`src/rtl/usb_buf_pkg.sv`:
```
// Shared definitions for the USB byte buffers (tx and rx sides).
package usb_buf_pkg;

    // Default byte width of the buffer storage.
    localparam int USB_BUF_DATA_W = 8;

    // Pointer/occupancy width: address bits plus one wrap bit, so that a
    // completely full buffer (DEPTH bytes) is representable.
    function automatic int occ_width(input int depth);
        return $clog2(depth) + 1;
    endfunction

endpackage

```
`src/rtl/usb_buf_ram.sv`:
```
// Byte storage for the USB buffers: one synchronous write port, one
// asynchronous read port, no reset (contents are don't-care until written).
module usb_buf_ram #(
    parameter int DEPTH  = 64,
    parameter int DATA_W = 8,
    parameter int AW     = $clog2(DEPTH)
) (
    input  logic              clk,
    input  logic              we,
    input  logic [AW-1:0]     waddr,
    input  logic [DATA_W-1:0] wdata,
    input  logic [AW-1:0]     raddr,
    output logic [DATA_W-1:0] rdata
);

    logic [DATA_W-1:0] mem_q [DEPTH];

    // Write the addressed byte on the rising edge.
    always_ff @(posedge clk) begin
        if (we) begin
            mem_q[waddr] <= wdata;
        end
    end

    // Combinational read so the head byte falls through without a cycle delay.
    always_comb begin
        rdata = mem_q[raddr];
    end

endmodule

```
`src/rtl/usb_tx_retry_buffer.sv`:
```
// Transmit byte buffer with packet-level retry: the read pointer can be
// checkpointed (mark), rewound to the checkpoint (NAK/timeout) and committed
// (ACK). Storage is only released on commit, so a failed packet replays
// without the host writing it again.
module usb_tx_retry_buffer
    import usb_buf_pkg::*;
#(
    parameter int DEPTH    = 64,
    parameter int DATA_W   = USB_BUF_DATA_W,
    parameter int AF_LEVEL = DEPTH - 8,
    localparam int OCC_W   = occ_width(DEPTH)
) (
    input  logic              clk,
    input  logic              rst,
    input  logic              store_tx_data,
    input  logic [DATA_W-1:0] tx_data,
    input  logic              get_tx_packet_data,
    output logic [DATA_W-1:0] tx_packet_data,
    input  logic              tx_mark,
    input  logic              tx_rewind,
    input  logic              tx_commit,
    input  logic              flush,
    output logic [OCC_W-1:0]  buffer_occupancy,
    output logic [OCC_W-1:0]  tx_available,
    output logic              empty,
    output logic              full,
    output logic              almost_full,
    output logic              overflow_err,
    output logic              underflow_err
);

    localparam int               AW       = OCC_W - 1;
    localparam logic [OCC_W-1:0] DEPTH_C  = OCC_W'(DEPTH);
    localparam logic [OCC_W-1:0] AF_C     = OCC_W'(AF_LEVEL);

    // Pointers carry a wrap bit; ordering is free <= mark <= rd <= wr (mod 2*DEPTH).
    logic [OCC_W-1:0] wr_ptr_q,   wr_ptr_d;
    logic [OCC_W-1:0] rd_ptr_q,   rd_ptr_d;
    logic [OCC_W-1:0] mark_ptr_q, mark_ptr_d;
    logic [OCC_W-1:0] free_ptr_q, free_ptr_d;
    logic             overflow_err_q,  overflow_err_d;
    logic             underflow_err_q, underflow_err_d;

    logic              store_ok;
    logic              ram_we;
    logic [DATA_W-1:0] ram_rdata;

    // Status flags, derived only from registered pointers.
    always_comb begin
        buffer_occupancy = wr_ptr_q - free_ptr_q;
        tx_available     = wr_ptr_q - rd_ptr_q;
        empty            = (tx_available == '0);
        full             = (buffer_occupancy == DEPTH_C);
        almost_full      = (buffer_occupancy >= AF_C);
        overflow_err     = overflow_err_q;
        underflow_err    = underflow_err_q;
        tx_packet_data   = empty ? '0 : ram_rdata;
    end

    // Store path: a store while full is dropped even if a commit frees
    // space in the same cycle, since full is taken from registered state.
    always_comb begin
        store_ok = store_tx_data && !full;
        ram_we   = store_ok && !flush;
    end

    // Next-state pointer and error logic with flush > rewind > get/mark/commit.
    always_comb begin
        wr_ptr_d        = wr_ptr_q;
        rd_ptr_d        = rd_ptr_q;
        mark_ptr_d      = mark_ptr_q;
        free_ptr_d      = free_ptr_q;
        overflow_err_d  = overflow_err_q;
        underflow_err_d = underflow_err_q;

        if (flush) begin
            wr_ptr_d        = '0;
            rd_ptr_d        = '0;
            mark_ptr_d      = '0;
            free_ptr_d      = '0;
            overflow_err_d  = 1'b0;
            underflow_err_d = 1'b0;
        end else begin
            if (store_ok) begin
                wr_ptr_d = wr_ptr_q + OCC_W'(1);
            end else if (store_tx_data) begin
                overflow_err_d = 1'b1;
            end

            if (tx_rewind) begin
                // A get in the same cycle is swallowed silently by the replay.
                rd_ptr_d = mark_ptr_q;
            end else begin
                // Mark and commit both capture the pre-increment read pointer.
                if (tx_mark || tx_commit) begin
                    mark_ptr_d = rd_ptr_q;
                end
                if (tx_commit) begin
                    free_ptr_d = rd_ptr_q;
                end
                if (get_tx_packet_data) begin
                    if (!empty) begin
                        rd_ptr_d = rd_ptr_q + OCC_W'(1);
                    end else begin
                        underflow_err_d = 1'b1;
                    end
                end
            end
        end
    end

    // Register pointers and sticky errors; reset discards any packet state.
    always_ff @(posedge clk) begin
        if (rst) begin
            wr_ptr_q        <= '0;
            rd_ptr_q        <= '0;
            mark_ptr_q      <= '0;
            free_ptr_q      <= '0;
            overflow_err_q  <= 1'b0;
            underflow_err_q <= 1'b0;
        end else begin
            wr_ptr_q        <= wr_ptr_d;
            rd_ptr_q        <= rd_ptr_d;
            mark_ptr_q      <= mark_ptr_d;
            free_ptr_q      <= free_ptr_d;
            overflow_err_q  <= overflow_err_d;
            underflow_err_q <= underflow_err_d;
        end
    end

    usb_buf_ram #(
        .DEPTH  (DEPTH),
        .DATA_W (DATA_W),
        .AW     (AW)
    ) u_ram (
        .clk   (clk),
        .we    (ram_we),
        .waddr (wr_ptr_q[AW-1:0]),
        .wdata (tx_data),
        .raddr (rd_ptr_q[AW-1:0]),
        .rdata (ram_rdata)
    );

endmodule

```
`config.mk`:
```
export PLATFORM = sky130hd
export DESIGN_NAME = usb_tx_retry_buffer
export DESIGN_NICKNAME = d
export VERILOG_FILES = /design/src/rtl/usb_buf_pkg.sv /design/src/rtl/usb_buf_ram.sv /design/src/rtl/usb_tx_retry_buffer.sv
export SDC_FILE = /design/constraint.sdc
export NUM_CORES = 1
export LEC_CHECK = 0
export ABC_AREA = 1
export CAP_MARGIN = 20
export CORE_UTILIZATION = 38
export DETAILED_ROUTE_END_ITERATION = 7
export GPL_ROUTABILITY_DRIVEN = 0
export GPL_TIMING_DRIVEN = 0
export PLACE_DENSITY = 0.53
export SLEW_MARGIN = 20
export SYNTH_ARGS = -nofsm -noshare
export SYNTH_HDL_FRONTEND = slang
export SYNTH_SLANG_ARGS = --single-unit
```
`constraint.sdc`:
```
create_clock -name clk -period 3.5 [get_ports clk]
set_clock_uncertainty 0.1 [all_clocks]
set_input_delay 0.7 -clock clk [delete_from_list [all_inputs] [get_ports clk]]
set_output_delay 0.7 -clock clk [all_outputs]
set_load 0.05 [all_outputs]
```
==> out/qor.yml, run 1 <==
htree_levels: 2
path_max_fanout: 5
vdd_drop_max_mv: 0.3900
timing.final.hold_violations: 0
wire_per_inst_um: 23.17
slew_headroom: 0.4249
synth_top_family_by_area: "simple AND/OR/NAND/NOR gates"
cp_slowest_cell: "fa_2"
drtIter0Drc: 1853
drv_slew: 0
fmax_ghz: 0.2660
root_buffer: "clkbuf_16"
die_w_um: 251.6
fin_cells: 3200
numPortBuffers: 41
final-setup-viol-count: 10
dieArea_mm2: 0.06332
grt_pass1_wl_mm: 108.9
vias: 16900
numCtsBuffers: 56
io_pins: 43
antenna_cells: 0
firstDrtPassIters: 6
syn-cell-area_mm2: 0.02368
start_util: 0.3845
max_cap_violations: 0
worst_pin_slew_ps: 860.2
cp_cell_sequence: "inv_6, ha_4, inv_4, fa_2, or2_4, nor2_4, nand3_2, nor2_4, nand3_4, buf_4, nand2_4, a21oi_2, buf_6"
p_leak_nw: 10.41
critical_path_required_ps: 2700
n_fill_cell: 5755
grt_pass1_vias: 16580
core_area_mm2: 0.06160
syn_area_per_cell_um2: 10.76
dp.cells: 3086
ys.warnings.count: 0
crit_family: "simple AND/OR/NAND/NOR gates"
layout_min_cycle_time_ps: 3759
worstSetupPathType: "reg -> out"
drive_gt1_frac: 0.1765
crit_buf_inv: 4
clkLatencyLatePin_ps: 630
viasPerCell: 5.281
gr-total-overflow: 0
synth_compound_area_frac: 0.04766
drc: 0
area.growth.synth_to_final_pct: 17.67
ys_ff_latch: 548
ys_seq_area_frac: 0.6797
grt_max_degree: 65
hold_class: "in -> reg"
crit_path_max_incr_delay_ps: 440
final_area_mm2: 0.02787
fp.dieH_um: 251.6
tritoncts: "yes"
nNetsFinal: 2352
cts-hold-fix-buffers: 0
rsz0062_at_grt: "true"
row_count: 91
status: "finished, violations left"
violations: "negative setup slack"
timing.hold.ws_ps: 306.0
netlist_instances: 2201
synth.distinct_cells: 34
synth_fp_nets: 2233
placed_area_mm2: 0.02531
layout_commonest_cell: "edfxtp_1"
fin_util: 0.4524
ant_nets: 0
synth_fa_ha_area_frac: 0.009088
crit_path_end_kind: "output port"
clkTransAtPathRegs_ps: 60
fin_ws_ps: -259.5
crit_top_cell: "nor2_4"
final_cell_mix: "edfxtp_1 (512), nand2_1 (485), nand3_1 (351), inv_1 (193), o21ai_0 (95)"
place_worst_setup_slack_ps: -980.4
muxShareOfSynthArea: 0
worstSetupStartpointType: "flop"
synth_simple_gate_area_frac: 0.2058
dpl.hpwl_mm: 49.83
arrival_ps: 2960
clock_sinks: 548
drt-total-wl_mm: 74.14
period_share: 1.074
yosys.area_share.xor_xnor: 0.002906
antenna_found_initial: 1
cts_buffer_depth: 3
powerDensity_mw_per_mm2: 530.9
grt_usage: 0.2364
==> cell usage after synthesis <==
| cell | n | area (µm²) |
|---|---|---|
| a21oi_1 | 58 | 290.3 |
| a21oi_2 | 1 | 8.760 |
| a31o_2 | 1 | 8.760 |
| buf_1 | 21 | 78.83 |
| buf_2 | 40 | 200.2 |
| buf_4 | 11 | 82.58 |
| clkbuf_1 | 46 | 172.7 |
| clkinv_1 | 1 | 3.750 |
| dfxtp_1 | 36 | 720.7 |
| edfxtp_1 | 512 | 15370 |
| fa_1 | 2 | 40.04 |
| ha_1 | 14 | 175.2 |
| inv_1 | 201 | 754.5 |
| inv_2 | 2 | 7.510 |
| nand2_1 | 495 | 1858 |
| nand2_2 | 4 | 25.02 |
| nand2_4 | 8 | 90.09 |
| nand3_1 | 362 | 1812 |
| nand3_2 | 1 | 10.01 |
| nand3_4 | 1 | 17.52 |
| nand3b_1 | 1 | 7.510 |
| nand4_1 | 6 | 37.54 |
| nor2_1 | 161 | 604.3 |
| nor2_2 | 1 | 6.260 |
| nor2_8 | 1 | 20.02 |
| nor3_1 | 2 | 10.01 |
| o211ai_1 | 31 | 232.7 |
| o21ai_0 | 101 | 505.5 |
| o22ai_1 | 12 | 75.07 |
| o31ai_1 | 1 | 7.510 |
| or2_2 | 60 | 375.4 |
| xnor2_1 | 1 | 8.760 |
| xor2_1 | 5 | 43.79 |
| xor2_2 | 1 | 16.27 |
==> routing by layer <==
| layer | vias up | global-route usage | share of wire |
|---|---|---|---|
| met5 | - | 0 | 0.00019 |
| met4 | 2 | 0.09460 | 0.041 |
| met3 | 166 | 0.04127 | 0.076 |
| met2 | 686 | 0.3651 | 0.45 |
| met1 | 8268 | 0.3306 | 0.44 |
| li1 | 7778 | - | - |
==> report_power, final <==
part	total [mW]	internal (mW)	switching [mW]	leakage, nW
clock	5.80	3.23	2.57	0.850
combinational	1.80	0.554	1.25	4.66
sequential	7.19	7.17	0.0161	4.90
==> final timing paths <==
path / startpoint / to / slack (ps) / cells past startpoint
setup / recovery: wr_ptr_q[0] / tx_packet_data[3] / -260 / 13
hold / removal: store_tx_data / wr_ptr_q[0] / 310 / 3
setup reg to reg: wr_ptr_q[0] / u_ram.mem_q[34][1] / 150 / 16
hold reg to reg: underflow_err / underflow_err / 360 / 2
==> kinds of logic after synthesis <==
kind of cell | count (synthesis)
AO/OA/AOI/OAI | 205
buffers and inverters | 322
XOR/XNOR | 7
adder cells (fa/ha/maj) | 16
flip-flops | 548
AND/OR/NAND/NOR | 1103
==> repair_timing <==
item / in CTS / in global routing
pin swaps: 9 / 14
resized for setup: 214 / 163
setup endpoints to repair: 535 / 438
buffers inserted: 7 / 7
gates cloned: 1 / 0
==> sequential cells by signal, indices dropped and copies added (netlist names), named ones only <==
| name | cells |
|---|---|
| free_ptr_q | 7 |
| mark_ptr_q | 7 |
| overflow_err | 1 |
| rd_ptr_q | 7 |
| u_ram.mem_q | 512 |
| underflow_err | 1 |
| wr_ptr_q | 7 |
==> metrics by stage <==
step	power, mW	setup TNS, ps
3_5_place_dp	8.891	-129740
4_1_cts	14.72	-2574
6_report	14.79	-1870
3_3_place_gp	8.888	-297540
5_1_grt	15.20	-2640
2_1_floorplan	8.226	-72.80
==> worst reg2reg max path: cells and delay by family, from the launching register on <==
| family | cells | cell delay [ps] |
|---|---|---|
| DFF | 1 | 360 |
| adders and majority gates | 2 | 550 |
| and+or+nand+nor | 11 | 1770 |
| buffers and inverters | 3 | 220 |
==> layout make-up <==
type / instances / area (µm²) / share of cell area
Sequential cell: 548 / 16110 / 0.5781
Tap cell: 837 / 1047 / 0.03758
Timing Repair Buffer: 62 / 669.4 / 0.02402
Buffer: 116 / 762.0 / 0.02734
Inverter: 204 / 782.0 / 0.02806
Clock inverter: 31 / 270.3 / 0.009698
Multi-Input combinational cell: 1332 / 6771 / 0.2430
Clock buffer: 70 / 1454 / 0.05217
Power figures use the tool's default switching activity.
==> run 2: changes to the inputs <==
--- a/config.mk
+++ b/config.mk
@@ -8,9 +8,11 @@
 export ABC_AREA = 1
 export CAP_MARGIN = 20
 export CORE_UTILIZATION = 38
+export CTS_CLUSTER_SIZE = 40
 export DETAILED_ROUTE_END_ITERATION = 7
 export GPL_ROUTABILITY_DRIVEN = 0
 export GPL_TIMING_DRIVEN = 0
+export HOLD_SLACK_MARGIN = 0.06
 export PLACE_DENSITY = 0.53
 export SLEW_MARGIN = 20
 export SYNTH_ARGS = -nofsm -noshare
==> results of run 2 <==
Same layout as run 1: the final DEF is identical, and so are final timing and power.
==> run 3: changes to the inputs <==
==> constraint.sdc (replaced) <==
create_clock -name clk -period 3.5 [get_ports clk]
set_clock_uncertainty 0.1 [all_clocks]
set_input_delay 0.7 -clock clk [delete_from_list [all_inputs] [get_ports clk]]
set_output_delay 0.7 -clock clk [all_outputs]
set_load 0.1 [all_outputs]
==> out/qor.yml, run 3 (same netlist as run 1, synthesis figures left out) <==
status: "finished, violations left"  # unchanged
final_area_mm2: 0.02808  # was 0.02787 mm²
place_worst_setup_slack_ps: -1125  # was -980.4 ps
start_util: 0.3845  # unchanged
vdd_drop_max_mv: 0.3816  # was 0.3900 mV
hold_class: "in -> reg"  # unchanged
final-setup-viol-count: 10  # unchanged
critical_path_required_ps: 2700  # about the same
dieArea_mm2: 0.06332  # unchanged
timing.final.hold_violations: 0  # unchanged
fin_cells: 3206  # was 3200
htree_levels: 2  # unchanged
drt-total-wl_mm: 73.23  # was 74.14 mm
area.growth.synth_to_final_pct: 18.59  # was 17.67%
drv_slew: 0  # unchanged
grt_pass1_vias: 16350  # was 16580
row_count: 91  # unchanged
max_cap_violations: 0  # unchanged
slew_headroom: 0.3446  # was 0.4249
drive_gt1_frac: 0.1836  # was 0.1765
layout_min_cycle_time_ps: 3793  # was 3759 ps
nNetsFinal: 2358  # was 2352
fp.dieH_um: 251.6  # unchanged
timing.hold.ws_ps: 321.3  # was 306.0 ps
regMostFlops: "u_ram.mem_q"  # unchanged
dp.cells: 3086  # unchanged
viasPerCell: 5.271  # was 5.281
io_pins: 43  # unchanged
numPortBuffers: 41  # unchanged
root_buffer: "clkbuf_16"  # unchanged
arrival_ps: 2990  # was 2960 ps
firstDrtPassIters: 6  # unchanged
path_max_fanout: 5  # unchanged
cts-hold-fix-buffers: 0  # unchanged
clock_sinks: 548  # unchanged
violations: "negative setup slack"  # unchanged
fmax_ghz: 0.2636  # was 0.2660 GHz
p_leak_nw: 10.46  # was 10.41 nW
die_w_um: 251.6  # unchanged
antenna_cells: 0  # unchanged
placed_area_mm2: 0.02543  # was 0.02531 mm²
grt_usage: 0.2331  # was 0.2364
worstSetupPathType: "reg -> out"  # unchanged
core_area_mm2: 0.06160  # unchanged
antenna_found_initial: 0  # was 1
clkLatencyLatePin_ps: 620  # was 630 ps
wire_per_inst_um: 22.84  # was 23.17 µm
drc: 0  # unchanged
final_cell_mix: "edfxtp_1 (512), nand2_1 (483), nand3_1 (358), inv_1 (195), o21ai_0 (98)"  # was edfxtp_1 (512), nand2_1 (485), nand3_1 (351), inv_1 (193), o21ai_0 (95)
gr-total-overflow: 0  # unchanged
layout_commonest_cell: "edfxtp_1"  # unchanged
fin_ws_ps: -293.3  # was -259.5 ps
worst_pin_slew_ps: 980.0  # was 860.2 ps
grt_max_degree: 65  # unchanged
numCtsBuffers: 57  # was 56
rsz0062_at_grt: "true"  # unchanged
worstSetupStartpointType: "flop"  # unchanged
ant_nets: 0  # unchanged
period_share: 1.084  # was 1.074
tritoncts: "yes"  # unchanged
clkTransAtPathRegs_ps: 70  # was 60 ps
cts_buffer_depth: 3  # unchanged
crit_path_end_kind: "output port"  # unchanged
grt_pass1_wl_mm: 107.7  # was 108.9 mm
drtIter0Drc: 1762  # was 1853
dpl.hpwl_mm: 49.40  # was 49.83 mm
powerDensity_mw_per_mm2: 542.7  # was 530.9 mW/mm²
vias: 16900  # unchanged
largest_reg_flops: 512  # unchanged
fin_util: 0.4559  # was 0.4524
## run 3: final timing paths
kind                 start                  to  slack [ps]  cells after the start
max            rd_ptr_q[0]   tx_packet_data[6]        -290                     11
max reg2reg    wr_ptr_q[0]  u_ram.mem_q[32][6]         110                     17
min reg2reg  underflow_err       underflow_err         350                      2
min          store_tx_data         wr_ptr_q[3]         320                      3
## run 3: layout make-up
type	instances	area [µm²]
plain buffers	117	748.2
clock buffers	73	1635
clock inverters	29	175.2
fillers	5782	33510
inverters	204	785.8
multi-input cells	1332	6825
flip-flops and latches	548	16110
well taps	837	1047
repair buffers	66	754.5
## run 3: what timing repair did
action / CTS / global route
pin swaps: 15 / 9
cloned: 1 / 0
setup buffers: 13 / 6
gates resized for setup: 254 / 125
endpoints found under the setup margin: 386 / 430
## run 3: layer usage
layer  vias to the layer above  share of wire  global-route usage
met5                         -              0                   0
met4                         0          0.030             0.08084
met3                       121          0.075             0.03580
met2                       696           0.46              0.3705
met1                      8286           0.43              0.3249
li1                       7797              -                   -
## run 3: report_power, final
group          leakage (nW)  switching, mW  internal [mW]  total, mW
logic                  4.66           1.50          0.617       2.11
clock network         0.895           2.59           3.36       5.94
registers              4.90         0.0153           7.17       7.19
## run 3: critical path: stages, from the launching register on
cell and delay (ps):
dfxtp_2 400, ha_4 160, inv_4 30, fa_2 530, or2_4 130, nor2_4 30, nand3_2 70, nor2_4 50
nand3_4 150, clkinvlp_4 280, a21oi_4 300, buf_12 210
## run 3: per-stage QoR
| stage | TNS (ps) | power, mW |
|---|---|---|
| finish | -2275 | 15.24 |
| global route | -3293 | 15.63 |
| CTS | -2881 | 15.24 |
| detailed placement | -43880 | 9.165 |
| global placement | -215060 | 9.159 |
| floorplan | -590.7 | 8.492 |
